<file path="src/rtl/mult_shift_add_ctrl_pkg.sv">
// mult_shift_add_ctrl_pkg: shared ULA constants and multiplier state encoding
package mult_shift_add_ctrl_pkg;
    localparam int WORD_W = 32;
    localparam logic [3:0] OP_MUL = 4'd2;
    typedef enum logic [1:0] {
        MUL_IDLE = 2'd0,
        MUL_RUN  = 2'd1,
        MUL_DONE = 2'd2
    } mul_state_t;
endpackage

</file>
<file path="src/rtl/mult_shift_add_ctrl_adder.sv">
// full_adder_32bit: combinational 32-bit adder with carry-out
module full_adder_32bit (
    input  logic [31:0] a,
    input  logic [31:0] b,
    output logic [31:0] sum,
    output logic        cout
);
    assign {cout, sum} = {1'b0, a} + {1'b0, b};
endmodule

</file>
<file path="src/rtl/mult_shift_add_ctrl.sv">
// mult_shift_add_ctrl: sequential 32x32->64 shift-and-add multiplier; MULT_ZERO_SKIP_EN short-circuits zero operands
module mult_shift_add_ctrl
    import mult_shift_add_ctrl_pkg::*;
#(
    parameter int WIDTH = WORD_W
) (
    input  logic               clk,
    input  logic               rst_n,
    input  logic               start,
    input  logic [WIDTH-1:0]   a,
    input  logic [WIDTH-1:0]   b,
    output logic               busy,
    output logic               done,
    output logic [2*WIDTH-1:0] product
);
    localparam int CNT_W = $clog2(WIDTH) + 1;

    if (WIDTH != WORD_W) begin : g_width_chk
        $error("mult_shift_add_ctrl: WIDTH must be 32");
    end

    mul_state_t       state, state_nx;
    logic [CNT_W-1:0] cnt;
    logic [WIDTH-1:0] acc, mcand, mplr, addend, sum;
    logic             c, last, zero_skip;

    assign addend = mplr[0] ? mcand : '0;
    assign last   = cnt == CNT_W'(WIDTH - 1);

`ifdef MULT_ZERO_SKIP_EN
    assign zero_skip = (a == '0) || (b == '0);
`else
    assign zero_skip = 1'b0;
`endif

    full_adder_32bit u_add (
        .a    (acc),
        .b    (addend),
        .sum  (sum),
        .cout (c)
    );

    // State register; reset aborts any run in progress
    always_ff @(posedge clk or negedge rst_n) begin
        if (!rst_n) state <= MUL_IDLE;
        else        state <= state_nx;
    end

    // Next-state and handshake outputs; the unused encoding falls back to IDLE
    always_comb begin
        state_nx = MUL_IDLE;
        busy     = 1'b0;
        done     = 1'b0;
        case (state)
            MUL_IDLE: state_nx = start ? (zero_skip ? MUL_DONE : MUL_RUN) : MUL_IDLE;
            MUL_RUN: begin
                busy     = 1'b1;
                state_nx = last ? MUL_DONE : MUL_RUN;
            end
            MUL_DONE: begin
                busy = 1'b1;
                done = 1'b1;
            end
            default: state_nx = MUL_IDLE;
        endcase
    end

    // Operand capture, one add-and-shift step per RUN cycle, product latch on the last step
    always_ff @(posedge clk or negedge rst_n) begin
        if (!rst_n) begin
            cnt     <= '0;
            acc     <= '0;
            mcand   <= '0;
            mplr    <= '0;
            product <= '0;
        end else if (state == MUL_IDLE && start) begin
            mcand <= a;
            mplr  <= b;
            acc   <= '0;
            cnt   <= '0;
            if (zero_skip) product <= '0;
        end else if (state == MUL_RUN) begin
            {acc, mplr} <= {c, sum, mplr[WIDTH-1:1]};
            cnt         <= cnt + 1'b1;
            if (last) product <= {c, sum, mplr[WIDTH-1:1]};
        end
    end
endmodule
</file>
<file path="config.mk">
export PLATFORM = sky130hd
export DESIGN_NAME = mult_shift_add_ctrl
export DESIGN_NICKNAME = d
export VERILOG_FILES = /design/src/rtl/mult_shift_add_ctrl_pkg.sv /design/src/rtl/mult_shift_add_ctrl_adder.sv /design/src/rtl/mult_shift_add_ctrl.sv
export SDC_FILE = /design/constraint.sdc
export NUM_CORES = 1
export LEC_CHECK = 0
export ABC_AREA = 0
export CELL_PAD_IN_SITES_DETAIL_PLACEMENT = 0
export CELL_PAD_IN_SITES_GLOBAL_PLACEMENT = 1
export CORE_UTILIZATION = 37
export DETAILED_ROUTE_END_ITERATION = 10
export GPL_ROUTABILITY_DRIVEN = 0
export PLACE_DENSITY = 0.76
export SLEW_MARGIN = 10
export SYNTH_ARGS = -nofsm -noshare
export SYNTH_HDL_FRONTEND = slang
export SYNTH_SLANG_ARGS = --single-unit
</file>
<file path="constraint.sdc">
create_clock -name clk -period 2.61 [get_ports clk]
set_input_delay 0.522 -clock clk [delete_from_list [all_inputs] [get_ports clk]]
set_output_delay 0.522 -clock clk [all_outputs]
set_load 0.005 [all_outputs]
</file>
==> impl_metrics.json <==
{
  "grt_pass1_wl_mm": 42.2,
  "start_util_pct": 38.0,
  "grt_pass1_vias": 8227,
  "vdd_ir_drop_max_v": 0.000454,
  "ys_async_sr_fraction_pct": 100,
  "outcome": "finished, violations left",
  "whs_ns": 0.0654,
  "drtPass1Iterations": 5,
  "slew_headroom_pct": 58.0,
  "required_ns": 2.98,
  "areaGrowthSynthToFinish_pct": 40.4,
  "violations": "setup timing",
  "portBuffers": 132,
  "final-setup-viol-count": 19,
  "finalCritPeriodShare_pct": 105,
  "dpl.cell_count": 1529,
  "grt-ovfl-total": 0,
  "hold_buffers": 0,
  "antenna_found_initial": 0,
  "start_kind": "flop",
  "cts_tree": "built",
  "finalHoldViolations": 0,
  "dieWidth_um": 158,
  "drt_iter0_drc": 473,
  "ant_nets": 0,
  "diodes": 0,
  "finClkSkew_ns": 0.0121,
  "synth_nets": 1132,
  "syn_inst": 1028,
  "period_minus_slack_ns": 2.73,
  "synth_edf_count": 0,
  "numCtsBuffers": 17,
  "track_usage_pct": 21.7,
  "slew_violations": 0,
  "ys_ff_latch": 168,
  "num-nets-final": 1338,
  "grt_max_degree": 119,
  "maxCapViolations": 0,
  "die_area_um2": 25000,
  "synth_cell_types": 58,
  "fmax_ghz": 0.366,
  "clock-sinks": 168,
  "hp-class": "in -> async",
  "yosysMostFrequentCell": "nand2_1",
  "synth.area.top_cells": "dfrtp_1 47%, nand2_1 13%, ha_1 5.0%, mux2i_1 4.9%, o21ai_0 4.4%",
  "avgSynthCellArea_um2": 8.75,
  "synth_flop_cell": "dfrtp_1",
  "instances_no_fill": 1566,
  "setup_ws_ns": -0.120,
  "cellLeakagePower_nw": 6.02,
  "power.density_nw_per_um2": 1010,
  "vias": 8035,
  "synth_top_area_share_pct": 46.7,
  "path_clk_slew_ns": 0.08,
  "arrival_ns": 3.10,
  "drive_above_1_share_pct": 19.2,
  "clkLatencyLatePin_ns": 0.45,
  "ys_seq_area_share_pct": 46.7,
  "die_h_um": 158,
  "dp_hpwl_mm": 17.4,
  "core_area_um2": 23700,
  "yosys-top-cells-count": "300 x nand2_1, 168 x dfrtp_1, 80 x o21ai_0",
  "rows": 56,
  "htreeDepth": 4,
  "critPathMaxFanout": 16,
  "clk_path_buf_depth": 2,
  "path_class": "reg -> reg",
  "post-place-ws_ns": -0.260,
  "drt-total-wl_mm": 25.9,
  "rsz0062_at_grt": "true",
  "drt-wirelength-per-cell_um": 16.6,
  "drc": 0,
  "p_total_mw": 12.8,
  "ios": 133,
  "cts_root_buf": "clkbuf_16",
  "ys.warnings.count": 0,
  "crit_path_end_kind": "flop",
  "synth_area_leader_cell": "dfrtp_1",
  "via_per_inst": 5.13,
  "syn_area_um2": 9000,
  "tightest_slew_ns": 0.631
}
-- kinds of logic after synthesis --
group	Yosys count	share of synthesized area, %
and+or+nand+nor	476	23.0
AOI/OAI and AO/OA	199	13.8
buffers and inverters	74	3.25
DFF	168	46.7
muxes	49	5.52
xor gates and xnor gates	25	2.43
adders and majority gates	37	5.23
-- report_power, final --
part           total [mW]  switching (mW)  internal [mW]  leakage [nW]
combinational        6.29            3.23           3.06          3.60
clock                2.67            1.34           1.33         0.304
sequential           3.86           0.545           3.31          2.12
total                12.8            5.11           7.71          6.02
-- timing repair --
item	4_1_cts	5_1_grt
resized for setup	68	31
hold endpoints to repair	0	0
pin swaps	8	8
endpoints found under the setup margin	43	47
setup buffers	4	1
-- sequential cells by signal (all words and copies together) (netlist names) --
| name | count |
|---|---|
| product | 64 |
| acc | 32 |
| mcand | 32 |
| mplr | 32 |
| cnt | 6 |
| state | 2 |
-- cell type report --
| class | count | area [um^2] |
|---|---|---|
| multi-input combinational | 786 | 5070 |
| inverter | 10 | 37.5 |
| timing repair buffer | 251 | 2290 |
| clock buffer | 17 | 425 |
| sequential | 168 | 4200 |
| clock inverter | 15 | 206 |
| fill | 2237 | 11000 |
| tap | 319 | 399 |
-- layer usage --
layer  track usage (%)  vias to the layer above  part of all wire (%)
met5                 0                        -                     0
met4              7.46                        0                   2.1
met3              3.45                       36                   3.8
met2              35.6                      184                    47
met1              29.0                     3880                    47
li1                  -                     3935                     -
-- final timing paths --
kind | from | end | slack (ns) | cells past startpoint
max | mplr[0] | acc[26] | -0.12 | 11
min | rst_n | mcand[9] | 0.07 | 1
max in group asynchronous | rst_n | product[28] | 1.79 | 2
min in group clk | product[59] | product[59] | 0.47 | 2
max reg2reg | mplr[0] | acc[26] | -0.12 | 11
min reg2reg | product[59] | product[59] | 0.47 | 2
-- layout by cell type (no fill, tap or decap), types with 5 or more instances in the layout --
cell and count:
buf_12 5, nor3_1 17, or3_1 7, a31oi_4 5, ha_1 18, mux2i_1 44, inv_1 9, clkinv_8 6
o21ai_1 12, dfrtp_1 168, and2_1 31, nand3_1 29, clkdlybuf4s50_1 131, buf_4 111, a211oi_2 5, xor2_1 10
a21oi_1 27, nor2_1 48, clkbuf_16 17, ha_4 15, nand2_1 296, nand4_1 10, mux2_2 5, xnor2_1 14
o21ai_0 70, a21oi_2 9, a21o_1 16, o21a_1 6
-- worst max-delay path: stages, from the launching register on --
cell       delay [ns]
dfrtp_1          0.42
buf_8            0.17
and2_1           0.15
ha_1             0.20
a21o_1           0.21
a31o_1           0.24
buf_4            0.15
o2111ai_4        0.27
a31oi_4          0.13
or3_4            0.37
and3_4           0.19
nor3_2           0.15
-- through the flow --
stage | cell area [um^2] | setup TNS [ns] | utilization, %
after floorplan | 9010 | 0 | -
after global placement | 11400 | -3.28 | 48.2
after detailed placement | 11400 | -5.18 | 48.2
after CTS | 12500 | -0.784 | 52.6
after global routing | 12600 | -5.41 | 53.4
final | 12600 | -0.963 | 53.4
No activity file was read; power rests on OpenSTA's default activity.
